--- src/rtl/sd_clk_divider_pkg.sv ---
// Clock Control register constants and helpers shared by the SD clock divider
// and the clock-change / clock-supply sequencers.
package sd_clk_divider_pkg;

    localparam logic [11:0] CLK_CTRL_OFFSET = 12'h02C;

    localparam int ICE_BIT      = 0;
    localparam int ICS_BIT      = 1;
    localparam int SCE_BIT      = 2;
    localparam int FREQ_LO_LSB  = 6;
    localparam int FREQ_HI_LSB  = 8;
    localparam int SRST_ALL_BIT = 24;

    // 10-bit divisor: upper two bits live in [7:6], lower eight in [15:8]
    function automatic logic [9:0] freq_sel(input logic [31:0] wdata);
        return {wdata[FREQ_LO_LSB +: 2], wdata[FREQ_HI_LSB +: 8]};
    endfunction

    function automatic logic [15:0] pack_clk_ctrl(input logic [9:0] div,
                                                  input logic       sce,
                                                  input logic       ics,
                                                  input logic       ice);
        return {div[7:0], div[9:8], 3'b000, sce, ics, ice};
    endfunction

endpackage

--- src/rtl/sd_clk_div_gen.sv ---
// SD clock generator: divides clk by 2*max(nact,1) with 50% duty, never
// truncates a high phase on a normal stop, and emits registered edge strobes.
module sd_clk_div_gen (
    input  logic       clk,
    input  logic       reset,
    input  logic       srst,
    input  logic       run,
    input  logic [9:0] nact,
    output logic       sd_clk_out,
    output logic       sd_clk_rise,
    output logic       sd_clk_fall
);

    logic [9:0] phase_r;
    logic [9:0] lim_s;
    logic       tc_s;

    // Half-period length and terminal-count detect
    always_comb begin
        if (nact == 10'd0) begin
            lim_s = 10'd1;
        end else begin
            lim_s = nact;
        end
        tc_s = (phase_r == (lim_s - 10'd1));
    end

    // Phase counter, output toggle and strobes; a high phase always completes
    always_ff @(posedge clk) begin
        if (reset) begin
            phase_r     <= 10'd0;
            sd_clk_out  <= 1'b0;
            sd_clk_rise <= 1'b0;
            sd_clk_fall <= 1'b0;
        end else if (srst) begin
            phase_r     <= 10'd0;
            sd_clk_out  <= 1'b0;
            sd_clk_rise <= 1'b0;
            sd_clk_fall <= sd_clk_out;
        end else if (run || sd_clk_out) begin
            if (tc_s) begin
                phase_r     <= 10'd0;
                sd_clk_out  <= ~sd_clk_out;
                sd_clk_rise <= ~sd_clk_out;
                sd_clk_fall <= sd_clk_out;
            end else begin
                phase_r     <= phase_r + 10'd1;
                sd_clk_rise <= 1'b0;
                sd_clk_fall <= 1'b0;
            end
        end else begin
            phase_r     <= 10'd0;
            sd_clk_rise <= 1'b0;
            sd_clk_fall <= 1'b0;
        end
    end

endmodule

--- src/rtl/sd_clk_divider.sv ---
// Clock Control register (enables, divisor, stable counter) plus the SD clock
// generator it drives.
module sd_clk_divider
    import sd_clk_divider_pkg::*;
#(
    parameter logic [11:0] REG_OFFSET    = CLK_CTRL_OFFSET,
    parameter int          STABLE_CYCLES = 64
) (
    input  logic        clk,
    input  logic        reset,
    input  logic        wr_reg_strb,
    input  logic [11:0] wr_reg_index,
    input  logic [31:0] wr_reg_output,
    output logic [15:0] clk_ctrl_rd,
    output logic        int_clk_stable,
    output logic        sd_clk_out,
    output logic        sd_clk_rise,
    output logic        sd_clk_fall
);

    localparam logic [15:0] STABLE_MAX = 16'(STABLE_CYCLES);

    logic        accept_s;
    logic        srst_s;
    logic [9:0]  wr_div_s;
    logic        run_s;
    logic        gen_idle_s;
    logic [15:0] cnt_next_s;
    logic        unused_wr_bits_s;

    logic        ice_r;
    logic        sce_r;
    logic        stable_r;
    logic [9:0]  div_r;
    logic [9:0]  nact_r;
    logic [15:0] cnt_r;

    // Write decode and generator control
    always_comb begin
        accept_s   = wr_reg_strb && (wr_reg_index == REG_OFFSET);
        srst_s     = accept_s && wr_reg_output[SRST_ALL_BIT];
        wr_div_s   = freq_sel(wr_reg_output);
        run_s      = ice_r && stable_r && sce_r;
        gen_idle_s = !sd_clk_out && !run_s;
    end

    assign unused_wr_bits_s = ^{wr_reg_output[31:25], wr_reg_output[23:16],
                                wr_reg_output[5:3], wr_reg_output[ICS_BIT]};

    // Stable counter: restarts whenever the internal clock is off or retuned
    always_comb begin
        if (srst_s || !ice_r) begin
            cnt_next_s = 16'd0;
        end else if (accept_s && (wr_div_s != div_r)) begin
            cnt_next_s = 16'd0;
        end else if (cnt_r != STABLE_MAX) begin
            cnt_next_s = cnt_r + 16'd1;
        end else begin
            cnt_next_s = cnt_r;
        end
    end

    // Register state; the active divisor only follows div_r while the generator is idle
    always_ff @(posedge clk) begin
        if (reset) begin
            ice_r    <= 1'b0;
            sce_r    <= 1'b0;
            div_r    <= 10'd0;
            nact_r   <= 10'd0;
            cnt_r    <= 16'd0;
            stable_r <= 1'b0;
        end else begin
            cnt_r    <= cnt_next_s;
            stable_r <= (cnt_next_s == STABLE_MAX);
            if (srst_s) begin
                ice_r  <= 1'b0;
                sce_r  <= 1'b0;
                div_r  <= 10'd0;
                nact_r <= 10'd0;
            end else begin
                if (accept_s) begin
                    ice_r <= wr_reg_output[ICE_BIT];
                    sce_r <= wr_reg_output[SCE_BIT];
                    div_r <= wr_div_s;
                end
                if (gen_idle_s) begin
                    nact_r <= div_r;
                end
            end
        end
    end

    assign clk_ctrl_rd    = pack_clk_ctrl(div_r, sce_r, stable_r, ice_r);
    assign int_clk_stable = stable_r;

    sd_clk_div_gen u_gen (
        .clk         (clk),
        .reset       (reset),
        .srst        (srst_s),
        .run         (run_s),
        .nact        (nact_r),
        .sd_clk_out  (sd_clk_out),
        .sd_clk_rise (sd_clk_rise),
        .sd_clk_fall (sd_clk_fall)
    );

endmodule

--- config.mk ---
export PLATFORM = sky130hd
export DESIGN_NAME = sd_clk_divider
export DESIGN_NICKNAME = d
export VERILOG_FILES = /design/src/rtl/sd_clk_divider_pkg.sv /design/src/rtl/sd_clk_div_gen.sv /design/src/rtl/sd_clk_divider.sv
export SDC_FILE = /design/constraint.sdc
export NUM_CORES = 1
export LEC_CHECK = 0
export BUFFER_PORTS_ARGS = -buffer_cell sky130_fd_sc_hd__clkbuf_2
export CAP_MARGIN = 20
export CORE_ASPECT_RATIO = 2
export CORE_UTILIZATION = 50
export CTS_CLUSTER_SIZE = 14
export DETAILED_ROUTE_END_ITERATION = 10
export GPL_TIMING_DRIVEN = 0
export HOLD_SLACK_MARGIN = 0.15
export PLACE_DENSITY = 0.75
export RECOVER_POWER = 100
export REMOVE_ABC_BUFFERS = 1
export SYNTH_ARGS = -nofsm -noshare
export SYNTH_HDL_FRONTEND = slang
export SYNTH_HIERARCHICAL = 1
export SYNTH_SLANG_ARGS = --single-unit
--- constraint.sdc ---
create_clock -name clk -period 3.05 [get_ports clk]
set_input_delay 0.61 -clock clk [delete_from_list [all_inputs] [get_ports clk]]
set_output_delay 0.61 -clock clk [all_outputs]
set_load 0.02 [all_outputs]
======== Word level (Yosys, flattened, before mapping) ========
Index checks and enable logic that the tools add are counted.
W data, S select, Z words.
storage, ports and cells
  word-level logic and storage cells ...... 44
  input port bits ......................... 47
  output and inout port bits .............. 20
  flip-flop bits (word level) ............. 52
cells by class
  $add $sub $neg .......................... 3
  bitwise logic cells ..................... 3
  reduce and logical (&&, ||, !) cells .... 16
  eq/ne operators ......................... 5
  muxes and demuxes ....................... 7
operator list
  operator                 number
  $mux W16                 3
  $add A16 B1 Y16 const B  1
  $eq A16 B7 Y1 const B    1
  $ne A16 B7 Y1 const B    1
  $eq A12 B6 Y1 const B    1
  $add A10 B1 Y10 const B  1
  $eq A10 B10 Y1           1
  $logic_not A10 Y1        1
  $mux W10                 1
  $ne A10 B10 Y1           1
  $sub A10 B1 Y10 const B  1
  $reduce_or A4 Y1         2
  $logic_and A1 B1 Y1      6
  $logic_not A1 Y1         3
  $mux W1                  3
  $not A1 Y1               3
  $logic_or A1 B1 Y1       2
  $reduce_and A2 Y1        1
  $reduce_or A2 Y1         1

======== Logic depth before layout (Yosys ltp) ========
  depth after elaboration ................. 7
  depth in mapped cells ................... 9
  depth with buffers taken out ............ 9

======== Hierarchy ========
Netlist, hierarchy kept.
modules (own cells, without submodules)
  module          cells an instance  times used  area each (µm²)  sequential area each (µm²)
  sd_clk_divider  219                1           2033.2           780.7
  sd_clk_div_gen  107                1           895.9            260.2

======== Worst setup path before layout ========
Ideal clock, no wire load.
  path kind ............................... flip-flop to flip-flop
  start point ............................. register nact_r[7]
  end point ............................... register u_gen.sd_clk_out
  setup time .............................. 86 ps
  period minus slack after synthesis ...... 2696 ps
  cell stages (with the launch flop) ...... 10
  data required time ...................... 2964 ps
  path slack .............................. 354 ps
  arrival time ............................ 2611 ps
  cell sequence ........................... dfxtp_1 -> nor4_4 -> a31oi_1 -> ha_1 -> or4b_2 -> nor2_1 -> o211ai_1 -> a32o_1 -> or3b_1 -> a211oi_1
between the ends
  word-level cells in the longest chain between the ends .. 5
ends and longest elaborated chain
  element                        RTL line              text
  start: declaration             sd_clk_divider.sv:35  logic [9:0] nact_r;
  start signal: assignment       sd_clk_divider.sv:87  nact_r <= div_r;
  $logic_not A10 Y1              sd_clk_div_gen.sv:20  if (nact == 10'd0) begin
  $mux W10 *                     sd_clk_div_gen.sv:20
  $sub A10 B1 Y10 *              sd_clk_div_gen.sv:25  tc_s = (phase_r == (lim_s - 10'd1));
  $eq A10 B10 Y1 *               sd_clk_div_gen.sv:25
  $reduce_and A2 Y1 (no line) *  -
  end signal: assignment         sd_clk_div_gen.sv:43  sd_clk_out <= ~sd_clk_out;
  end: declaration               sd_clk_div_gen.sv:9   output logic sd_clk_out,
Mark *: on every way between the ends. The rest lies on a longest branch, timed or not.
A chain may end at the register's enable or synchronous reset.

======== Worst setup path after layout ========
  start point ............................. register nact_r[5]
  end point ............................... register u_gen.sd_clk_out
Same word-level chain as after synthesis.

==> metrics <==
crit path to=u_gen/sd_clk_out; hold slack=0.479 ns; IO Port Bufs=44; I/O pins=67; setup violators final=0; Final Cell Area=3280 µm²; worst path arrival time=3.10 ns; main flop type after synthesis=dfxtp_1; peak supply drop=0.776 mV; Final Cycle Share=0.949; Worst path max stage delay=0.56 ns; initial antenna violation count=0; Worst R2R End=u_gen/sd_clk_out; synthesized area=2930 µm²; FF-to-FF Start=nact_r[5]; Vias=2397; fillers=539; Post-DP HPWL=4760 µm; clock period minus worst slack=2.90 ns; DRC violations left=0; drt first-iter violations=60; relative slew slack=0.396; clock root buffer=clkbuf_16; pin count of the biggest net entering global routing=23; final RePlAce weighted congestion=0.860; Setup crit end kind=register; CP Max Fanout=6; maximum clock rate=0.345 GHz; slowest CP cell=or4_4; CTS H-tree depth=2; Clock Skew=0.0103 ns; Worst R2R Path Depth=10; asr flop ratio synth=0; dominant cell type by area after synthesis=dfxtp_1; Post-synth EDFFs=0; total gr overflow=0; Area Overhead vs Synth=12.0%; layout net count=415; antenna violation net count after detailed routing=0; layout cell share with drive strength beyond 1=0.181; Clock transition at path regs=0.07 ns; vias per inst=5.63; most used cell along the critical path=a211oi_1; WL final=6210 µm; outcome=completed; number of buffers created by CTS=5; pwr/cell area=412 nW/µm²; Seq/Total Area, Yosys=0.355; top cell type's share of synthesized area=0.355; Clock Tree Buf Depth=2; crit start category=register; top cells by area, synth=dfxtp_1 (36%), xor2_1 (8.4%), nor2_1 (6.3%), xnor2_1 (4.2%), mux2i_1 (4.1%); Seq cells post-synth=52; Worst EP required=3.25 ns; clock sinks=52; chip width=56.1 µm; Routed WL per cell=14.6 µm; core area=5660 µm²; Crit Path Category=register to register; Synth Instances=326; Final Util=0.579; vias in the first global route=2326; Crit. Startpoint=nact_r[5]; global-route wire length before repair=10300 µm; Yosys Warn Count=6; final hold vios=0; Leak=1.36 nW; Die ar.=6190 µm²; CTS tree=yes; diode count=0; power consumption=1.35 mW; drt pass-1 iters=5; gr usage total=0.215; max-slew violations=0; clk_lat worst skew=0.30 ns; instance area after placement=3120 µm²; Synth cell types=58; register-to-register setup slack=0.15 ns; crit-path cells=nor4_4, a31oi_1, ha_2, buf_4, xor2_1, nor2_1, a211oi_1, or4_4, or3b_1, a211oi_1; initial core utilization=0.517; Die Y=110 µm; Max-cap violations=0; synthesized area per cell=8.98 µm²; Worst-Margin Slew=0.906 ns; Rows=39; worst hold path class=register to register; RSZ-0062 raised after global routing=no
## flip-flops by register name (all words and copies together), names as in the netlist
| register | flops |
|---|---|
| ice_r | 1 |
| div_r | 10 |
| u_gen/sd_clk_rise | 1 |
| nact_r | 10 |
| u_gen/sd_clk_fall | 1 |
| u_gen/phase_r | 10 |
| u_gen/sd_clk_out | 1 |
| int_clk_stable | 1 |
| cnt_r | 16 |
| sce_r | 1 |
## through the flow
step	setup slack, ns	TNS, ns	cells
5_1_grt	0.0242	0	426
3_5_place_dp	-0.0662	-0.355	416
4_1_cts	0.0118	0	424
2_1_floorplan	0.354	0	311
6_report	0.154	0	426
3_3_place_gp	0.0316	0	416
## area by class of cell
type,count,area [µm²],area share
multi-input combinational,252,1750,0.532
clock buffer,5,125,0.0382
inverter,7,26.3,0.00801
timing repair buffer,46,214,0.0652
clock inverter,3,42.5,0.0130
tap,61,76.3,0.0233
sequential,52,1050,0.320
## logic make-up (layout without fill, tap and decap cells)
group	Yosys count	after routing	synth area share
buffers and inverters	24	61	0.0474
xor gates and xnor gates	42	42	0.126
muxes	13	13	0.0449
AOI/OAI and AO/OA	35	35	0.0859
DFF	52	52	0.355
other	1	3	0.00128
and+or+nand+nor	155	155	0.323
adders and majority gates	4	4	0.0171
## critical path, delay by kind of cell, from the launching register on
family	cells	cell delay (ns)
simple gates	4	1.44
compound gates	3	0.48
flops	1	0.36
fa+ha+maj	1	0.21
xor+xnor	1	0.15
buf+inv	1	0.14
## worst min path at each step
| stage | start | to | slack [ns] | depth (start not counted) |
|---|---|---|---|---|
| floorplan | nact_r[0] | nact_r[0] | 0.45 | 2 |
| global placement | nact_r[0] | nact_r[0] | 0.47 | 2 |
| detailed placement | nact_r[0] | nact_r[0] | 0.47 | 2 |
| CTS | nact_r[0] | nact_r[0] | 0.48 | 2 |
| global route | nact_r[9] | nact_r[9] | 0.51 | 2 |
| finish | nact_r[0] | nact_r[0] | 0.48 | 2 |
## cell usage in the layout, fill, tap and decap left out, drive strengths merged, types with 7 or more instances in the layout
| cell | Yosys | layout |
|---|---|---|
| a21oi | 14 | 14 |
| and3 | 8 | 8 |
| clkbuf | 4 | 49 |
| dfxtp | 52 | 52 |
| inv | 7 | 7 |
| mux2i | 12 | 12 |
| nand2 | 26 | 26 |
| nand3 | 15 | 15 |
| nand4 | 7 | 7 |
| nor2 | 51 | 51 |
| nor3 | 9 | 9 |
| nor4 | 7 | 7 |
| xnor2 | 14 | 14 |
| xor2 | 28 | 28 |
## where the power goes
part	leakage [nW]	internal (mW)	switching [mW]
clock network	0.0798	0.386	0.250
logic	0.856	0.0176	0.0215
registers	0.422	0.678	0.0000340
## routing by layer
metal | routed length, µm | vias up | track usage
met4 | 195 | 0 | 0.110
met3 | 217 | 15 | 0.0385
met1 | 2200 | 1143 | 0.188
met2 | 3590 | 49 | 0.447
li1 | - | 1190 | -
met5 | 0 | - | 0
## synthesized netlist by cell type (7+ instances only)
| library cell | instances |
|---|---|
| nor3_1 | 9 |
| inv_1 | 7 |
| mux2i_1 | 12 |
| nand3_1 | 15 |
| and3_1 | 8 |
| nor2_1 | 49 |
| nand2_1 | 26 |
| buf_4 | 8 |
| a21oi_1 | 14 |
| xor2_1 | 28 |
| dfxtp_1 | 52 |
| xnor2_1 | 14 |
## repair_timing
action / 4_1_cts / 5_1_grt
hold buffers: 0 / 0
pin swaps: 0 / 2
resized for setup: 2 / 7
buffers inserted: 0 / 2
endpoints found under the setup margin: 9 / 13
No activity file was read; power rests on OpenSTA's default activity.
